==> config.mk <==
export PLATFORM = sky130hd
export DESIGN_NAME = qpsk_frame_sync
export DESIGN_NICKNAME = d
export VERILOG_FILES = /design/src/rtl/comm_pkg.sv /design/src/rtl/crc8_update.sv /design/src/rtl/qpsk_frame_sync.sv
export SDC_FILE = /design/constraint.sdc
export NUM_CORES = 1
export LEC_CHECK = 0
export CAP_MARGIN = 20
export CORE_ASPECT_RATIO = 0.5
export CORE_MARGIN = 10
export CORE_UTILIZATION = 55
export CTS_BUF_LIST = sky130_fd_sc_hd__clkbuf_4
export DETAILED_ROUTE_END_ITERATION = 10
export HOLD_SLACK_MARGIN = 0.03
export PLACE_DENSITY = 0.74
export SLEW_MARGIN = 30
export SYNTH_ARGS = -nofsm -noshare
export SYNTH_HDL_FRONTEND = slang
export SYNTH_HIERARCHICAL = 1
export SYNTH_SLANG_ARGS = --single-unit
export TNS_END_PERCENT = 20
==> constraint.sdc <==
create_clock -name ck -period 9.55 [get_ports ck]
set_input_delay 1.4325 -clock ck [delete_from_list [all_inputs] [get_ports ck]]
set_output_delay 1.4325 -clock ck [all_outputs]
set_load 0.05 [all_outputs]
==> src/rtl/comm_pkg.sv <==
// Shared types and constants for the QPSK frame synchronizer.
// The optional CRC-8 trailer is enabled by defining FRAME_SYNC_CRC_EN.
package comm_pkg;

  typedef enum logic [2:0] {
    HUNT,
    LEN,
    PAY,
    CRC,
    END
  } fs_state_e;

  localparam logic [31:0] SYNC_WORD_DEFAULT = 32'h1ACF_FC1D;
  localparam logic [7:0]  CRC8_POLY         = 8'h07;

  // Number of set bits; used to measure the Hamming distance to the sync word.
  function automatic logic [5:0] popcount32(input logic [31:0] v);
    logic [5:0] n;
    n = '0;
    for (int i = 0; i < 32; i++) begin
      n = n + {5'd0, v[i]};
    end
    return n;
  endfunction

endpackage

==> src/rtl/crc8_update.sv <==
// One-byte CRC-8 step (poly 0x07, MSB first, no reflection, no final XOR).
// Only present when FRAME_SYNC_CRC_EN is defined.
`ifdef FRAME_SYNC_CRC_EN
module crc8_update
  import comm_pkg::*;
(
  input  logic [7:0] crc_i,
  input  logic [7:0] data_i,
  output logic [7:0] crc_o
);

  logic [7:0] work;

  always_comb begin
    work = crc_i ^ data_i;
    for (int i = 0; i < 8; i++) begin
      if (work[7]) begin
        work = {work[6:0], 1'b0} ^ CRC8_POLY;
      end else begin
        work = {work[6:0], 1'b0};
      end
    end
    crc_o = work;
  end

endmodule
`endif

==> src/rtl/qpsk_frame_sync.sv <==
// Sync-word hunter and byte assembler behind the QPSK demapper.
// Define FRAME_SYNC_CRC_EN to add the CRC-8 trailer check; default build has none.
module qpsk_frame_sync
  import comm_pkg::*;
#(
  parameter logic [31:0] SYNC_WORD = SYNC_WORD_DEFAULT,
  parameter int          SYNC_TOL  = 0,
  parameter int          MAX_LEN   = 64
) (
  input  logic       ck,
  input  logic       rst,
  input  logic       ce,
  input  logic       valid_i,
  input  logic [1:0] sym_i,
  output logic [7:0] byte_o,
  output logic       byte_valid_o,
  output logic       frame_start_o,
  output logic       frame_end_o,
  output logic       crc_ok_o,
  output logic       len_err_o,
  output logic       locked_o
);

  localparam logic [5:0] TOL6    = 6'(SYNC_TOL);
  localparam logic [7:0] MAXLEN8 = 8'(MAX_LEN);

  fs_state_e   state_q;
  logic [31:0] sr_q;
  logic [4:0]  huntCnt_q;
  logic [1:0]  dibCnt_q;
  logic [5:0]  acc_q;
  logic [7:0]  len_q;
  logic [7:0]  byte_q;
  logic        byteValid_q;
  logic        frameStart_q;
  logic        frameEnd_q;
  logic        crcOk_q;
  logic        lenErr_q;

  logic [31:0] sr_d;
  logic [4:0]  huntCnt_d;
  logic        syncHit;
  logic [7:0]  byteFull;

  assign sr_d      = {sr_q[29:0], sym_i};
  assign huntCnt_d = (huntCnt_q == 5'd16) ? huntCnt_q : huntCnt_q + 5'd1;
  assign syncHit   = (huntCnt_d == 5'd16) && (popcount32(sr_d ^ SYNC_WORD) <= TOL6);
  assign byteFull  = {acc_q, sym_i};

`ifdef FRAME_SYNC_CRC_EN
  logic [7:0] crc_q;
  logic [7:0] crcSeed;
  logic [7:0] crcNext;
  logic       crcMatch_q;

  // The length byte starts a fresh CRC, so it is folded in from a zero seed.
  assign crcSeed = (state_q == LEN) ? 8'h00 : crc_q;

  crc8_update u_crc8 (
    .crc_i  (crcSeed),
    .data_i (byteFull),
    .crc_o  (crcNext)
  );
`endif

  always_ff @(posedge ck) begin
    if (rst) begin
      state_q      <= HUNT;
      sr_q         <= '0;
      huntCnt_q    <= '0;
      dibCnt_q     <= '0;
      acc_q        <= '0;
      len_q        <= '0;
      byte_q       <= '0;
      byteValid_q  <= 1'b0;
      frameStart_q <= 1'b0;
      frameEnd_q   <= 1'b0;
      crcOk_q      <= 1'b0;
      lenErr_q     <= 1'b0;
`ifdef FRAME_SYNC_CRC_EN
      crc_q        <= '0;
      crcMatch_q   <= 1'b0;
`endif
    end else begin
      byteValid_q  <= 1'b0;
      frameStart_q <= 1'b0;
      frameEnd_q   <= 1'b0;
      lenErr_q     <= 1'b0;
      if (ce) begin
        unique case (state_q)
          HUNT: begin
            if (valid_i) begin
              sr_q      <= sr_d;
              huntCnt_q <= huntCnt_d;
              if (syncHit) begin
                state_q  <= LEN;
                dibCnt_q <= '0;
              end
            end
          end
          LEN, PAY, CRC: begin
            if (valid_i) begin
              dibCnt_q <= dibCnt_q + 2'd1;
              acc_q    <= {acc_q[3:0], sym_i};
              if (dibCnt_q == 2'd3) begin
                if (state_q == LEN) begin
                  if (byteFull == 8'd0 || byteFull > MAXLEN8) begin
                    lenErr_q  <= 1'b1;
                    state_q   <= HUNT;
                    sr_q      <= '0;
                    huntCnt_q <= '0;
                  end else begin
                    len_q        <= byteFull;
                    frameStart_q <= 1'b1;
                    state_q      <= PAY;
`ifdef FRAME_SYNC_CRC_EN
                    crc_q        <= crcNext;
`endif
                  end
                end else if (state_q == PAY) begin
                  byte_q      <= byteFull;
                  byteValid_q <= 1'b1;
                  len_q       <= len_q - 8'd1;
`ifdef FRAME_SYNC_CRC_EN
                  crc_q       <= crcNext;
                  if (len_q == 8'd1) state_q <= CRC;
`else
                  if (len_q == 8'd1) state_q <= END;
`endif
                end else begin
`ifdef FRAME_SYNC_CRC_EN
                  crcMatch_q <= (byteFull == crc_q);
`endif
                  state_q    <= END;
                end
              end
            end
          end
          END: begin
            // Any dibit arriving here is dropped; hunting restarts from scratch.
            frameEnd_q <= 1'b1;
`ifdef FRAME_SYNC_CRC_EN
            crcOk_q    <= crcMatch_q;
`else
            crcOk_q    <= 1'b1;
`endif
            sr_q       <= '0;
            huntCnt_q  <= '0;
            dibCnt_q   <= '0;
            state_q    <= HUNT;
          end
          default: state_q <= HUNT;
        endcase
      end
    end
  end

  assign byte_o        = byte_q;
  assign byte_valid_o  = byteValid_q;
  assign frame_start_o = frameStart_q;
  assign frame_end_o   = frameEnd_q;
  assign crc_ok_o      = crcOk_q;
  assign len_err_o     = lenErr_q;
  assign locked_o      = (state_q != HUNT);

endmodule

==> impl_summary.md <==
Yosys
The share of flip-flops with an asynchronous set or reset is 0%. The total nets after synthesis is 490. The area share of the leading cell type in the synthesized netlist is 34.6%. In this run, distinct cell masters in the synthesized netlist total 53.

The cell area that synthesis handed to floorplanning was 0.00388 mm². The biggest area contributor in the post-synthesis netlist is sky130_fd_sc_hd__dfxtp_1. The gate count of the mapped netlist is 448. The Yosys step of the flow raised 6 warnings.

In the post-synthesis netlist, the biggest area contributors are sky130_fd_sc_hd__dfxtp_1 (35%), sky130_fd_sc_hd__fa_1 (12%), sky130_fd_sc_hd__inv_1 (5.8%). In this run, synthesis produced a sequential element count of 67. In this run the mean area of a mapped cell was 8.66 µm². The number of enable flip-flop cells after synthesis is 0.

The commonest register cell after synthesis is sky130_fd_sc_hd__dfxtp_1. Sequential cells were found to cover 34.6% of the synthesized design area.

Critical path
The number of cells on the worst reg-to-reg path is 17. The worst setup path is captured at a register. The setup path with the least slack is of type in -> reg.

The maximum fanout along the worst path is 7. The endpoint of the most critical register-to-register path is dibCnt_q[0]. In this run the register-to-register setup slack is 4170 ps.

The kind of launch point of the worst setup path is an input port. At the worst endpoint, the arrival time is 6930 ps. The required time of the critical path is 9840 ps. The startpoint of the worst-slack reg-to-reg timing path is sr_q[8].

Clocking
The total number of H-tree levels is 3. In this run the post-CTS setup repair buffer count came out at 0. The post-CTS resize count is 0. Clock-pin slew was measured on the worst setup and hold paths at 100 ps. The clock tree from TritonCTS is built. The clock insertion delay at the later pin of the skew report is 420 ps. The total CTS buffers is 9. The buffer depth of the longest clock path is 2. The root buffer cell is sky130_fd_sc_hd__clkbuf_4. The sink count of the clock tree is 67. The cts-stage hold buffer count is 0.

GRT
The first-pass GRT wire length is 13.5 mm. In the global route stage, overall resource usage came out at 14.6%. The maximum number of pins on one net before global-route repair is 67. The via count of the first global-routing pass is 2,745. The initial antenna violation count is 0. Global routing finished with a remaining overflow of 0.

Place
Once placement finished, the instance area stood at 0.00408 mm². The count of input and output buffers is 19. Prior to clock tree synthesis, the placed netlist has a worst setup slack of 2460 ps.

Detailed placement finished with a half-perimeter wire length of 5.38 mm. The global placer's final weighted congestion is 0.825.

STA
The final setup skew is 7.07 ps. The setup violation total in the final timing report is 0. Setup repair after global routing left no endpoint under its margin. The maximum achievable frequency is 151 MHz. The worst path setup slack after routing is 2910 ps. Setup total negative slack on the finished layout was measured at 0 ps. The tightest slew margin relative to the limit is 52.3%. The number of max-slew violations in the final report came to 0. The share of the clock period used by the worst path is 69.5%. The count of endpoints failing hold in the final timing report is 0.

The worst path needs 6640 ps of the cycle, external delays included. The transition at the pin with the smallest max-transition slack is 714 ps.

Power and ir drop
IR analysis of the VDD net gives a maximum drop of 0.000123 V. The power per cell area is 123 mW/mm². The leakage power figure is 1.62 nW.

Drt
The residual antenna-violating net count after detailed routing is 0. The number of DRC violations after detailed-routing iteration 0 is 242. Dividing the detail-routed wire length by the instance count gives 14.1 µm.

Summing over every cut layer, the via total after detailed routing is 3,030. The iteration count of the initial detailed-routing pass is 6. The ratio of routed vias to standard cells is 5.49. The post-detailed-route DRC marker count is 0. The final layout contains routed wiring with a total length of 7.77 mm.

Cells and area
The synthesis-to-finish area growth is 8.71%. The fraction of layout cells with a size suffix above 1 is 6.52%. The finished cells cover 0.00422 mm². 0 antenna diodes ended up in the layout. The final-stage net count is 497.

Hold path
The worst min-delay path category is reg -> reg. The worst hold path was traced through 2 stages. The path with the worst hold slack has its endpoint at sr_q[28]. The worst min-delay path startpoint is sr_q[28].

Die
The core box area is 0.00675 mm². The horizontal die dimension is 139 µm. Row generation in the floorplan step produced 21 rows. The top-level I/O count is 20. The floorplan step defined a die boundary enclosing 0.0110 mm².

Once the floorplan was initialized, standard cells occupied 57.5% of the core. The y dimension of the die is 79.4 µm.

Flow run
Across the run, the number of max-cap violations was 0.

Outcome
The run finished with clean final reports.
-- sequential cells by signal (all words and copies together), names as in the netlist, 2 cells and up --
signal	cells
acc_q	6
sr_q	30
dibCnt_q	2
byte_o	8
len_q	8
state_q	3
huntCnt_q	5
-- critical path: stages --
cell,delay [ps]
sky130_fd_sc_hd__clkdlybuf4s50_1,610
sky130_fd_sc_hd__fa_1,610
sky130_fd_sc_hd__inv_1,50
sky130_fd_sc_hd__fa_1,470
sky130_fd_sc_hd__inv_1,50
sky130_fd_sc_hd__fa_1,470
sky130_fd_sc_hd__inv_1,50
sky130_fd_sc_hd__fa_1,480
sky130_fd_sc_hd__fa_1,530
sky130_fd_sc_hd__inv_1,50
sky130_fd_sc_hd__fa_1,470
sky130_fd_sc_hd__inv_1,50
sky130_fd_sc_hd__ha_1,210
sky130_fd_sc_hd__fa_1,450
sky130_fd_sc_hd__nor2_1,110
sky130_fd_sc_hd__o2111ai_1,110
sky130_fd_sc_hd__nor4_1,570
sky130_fd_sc_hd__o22ai_1,160
-- power by group --
group / switching, mW / internal (mW) / leakage (nW) / total, mW
combinational: 0.0352 / 0.0219 / 1.00 / 0.0571
sequential: 0.00113 / 0.280 / 0.540 / 0.281
clock: 0.0997 / 0.0805 / 0.0736 / 0.180
total: 0.136 / 0.383 / 1.62 / 0.519
-- cell families (layout without fill, tap and decap cells) --
| kind of cell | after synthesis | after routing | share of synthesized area (%) |
|---|---|---|---|
| adder cells (fa/ha/maj) | 36 | 36 | 16.3 |
| flip-flops | 67 | 67 | 34.6 |
| buffers and inverters | 85 | 97 | 8.87 |
| multiplexers | 20 | 20 | 5.19 |
| AO/OA/AOI/OAI | 81 | 81 | 14.3 |
| AND/OR/NAND/NOR | 159 | 159 | 20.9 |
-- synthesized netlist by cell type, types with 2 or more instances --
cell type,n
sky130_fd_sc_hd__nor3_1,7
sky130_fd_sc_hd__a31oi_1,4
sky130_fd_sc_hd__nand2_1,45
sky130_fd_sc_hd__inv_1,60
sky130_fd_sc_hd__nand3_1,38
sky130_fd_sc_hd__dfxtp_1,67
sky130_fd_sc_hd__fa_1,24
sky130_fd_sc_hd__a21o_1,2
sky130_fd_sc_hd__o211ai_1,4
sky130_fd_sc_hd__nand3b_1,5
sky130_fd_sc_hd__nor4_1,6
sky130_fd_sc_hd__mux2i_1,19
sky130_fd_sc_hd__buf_4,3
sky130_fd_sc_hd__ha_1,12
sky130_fd_sc_hd__and3_1,2
sky130_fd_sc_hd__o31ai_1,6
sky130_fd_sc_hd__clkbuf_1,15
sky130_fd_sc_hd__or4_1,2
sky130_fd_sc_hd__a211oi_1,4
sky130_fd_sc_hd__a21oi_1,41
sky130_fd_sc_hd__nor2_1,31
sky130_fd_sc_hd__a2111oi_4,2
sky130_fd_sc_hd__o21ai_0,5
sky130_fd_sc_hd__buf_2,5
sky130_fd_sc_hd__nor3b_1,2
sky130_fd_sc_hd__nor2b_1,4
sky130_fd_sc_hd__nand2b_1,5
sky130_fd_sc_hd__o22ai_1,3
-- final cells by class --
cell class	instances	area [µm²]
clock buffers	10	75.1
clock inverters	6	56.3
fillers	587	2530
inverters	60	225
multi-input cells	296	2200
flip-flops and latches	67	1340
well taps	92	115
repair buffers	21	200
-- layer usage --
| metal | vias to the layer above | global-route usage (%) | part of all wire (%) | wire length (µm) |
|---|---|---|---|---|
| met3 | 10 | 4.69 | 5.2 | 401 |
| met1 | 1434 | 19.6 | 49 | 3800 |
| met2 | 55 | 21.2 | 45 | 3470 |
| met5 | - | 0 | 0 | 0 |
| li1 | 1531 | - | - | - |
| met4 | 0 | 5.90 | 1.2 | 92 |
-- stage by stage --
step | hold WS (ps) | instances | total power, mW | util [%]
2_1_floorplan | 432 | 448 | 0.332 | -
4_1_cts | 466 | 552 | 0.527 | 62.4
3_5_place_dp | 450 | 536 | 0.346 | 60.4
6_report | 465 | 552 | 0.519 | 62.5
3_3_place_gp | 436 | 536 | 0.343 | 60.4
5_1_grt | 479 | 552 | 0.548 | 62.5
-- how the worst max path moves through the flow --
stage / start / to / depth (start not counted)
after detailed placement: sym_i[0] / dibCnt_q[0] / 18
after floorplan: sym_i[1] / dibCnt_q[0] / 16
after CTS: sym_i[0] / dibCnt_q[0] / 18
final: sym_i[0] / dibCnt_q[0] / 18
after global placement: sym_i[0] / dibCnt_q[0] / 18
after global routing: sym_i[0] / dibCnt_q[0] / 18
-- placed cells by master (no fill, tap or decap), types with 3 or more instances in the layout --
cell type / instances
sky130_fd_sc_hd__a211oi_1: 4
sky130_fd_sc_hd__inv_1: 60
sky130_fd_sc_hd__nor4_1: 6
sky130_fd_sc_hd__mux2i_1: 19
sky130_fd_sc_hd__nand2_1: 44
sky130_fd_sc_hd__a21oi_1: 41
sky130_fd_sc_hd__o31ai_1: 6
sky130_fd_sc_hd__o21ai_0: 5
sky130_fd_sc_hd__nor2b_1: 4
sky130_fd_sc_hd__o22ai_1: 3
sky130_fd_sc_hd__ha_1: 12
sky130_fd_sc_hd__nand3_1: 38
sky130_fd_sc_hd__dfxtp_1: 67
sky130_fd_sc_hd__clkinv_2: 3
sky130_fd_sc_hd__clkbuf_4: 10
sky130_fd_sc_hd__nor2_1: 31
sky130_fd_sc_hd__fa_1: 24
sky130_fd_sc_hd__nand3b_1: 5
sky130_fd_sc_hd__nor3_1: 7
sky130_fd_sc_hd__clkdlybuf4s50_1: 18
sky130_fd_sc_hd__a31oi_1: 4
sky130_fd_sc_hd__o211ai_1: 4
sky130_fd_sc_hd__nand2b_1: 5
Note: power is estimated with default switching activity, not from simulation.
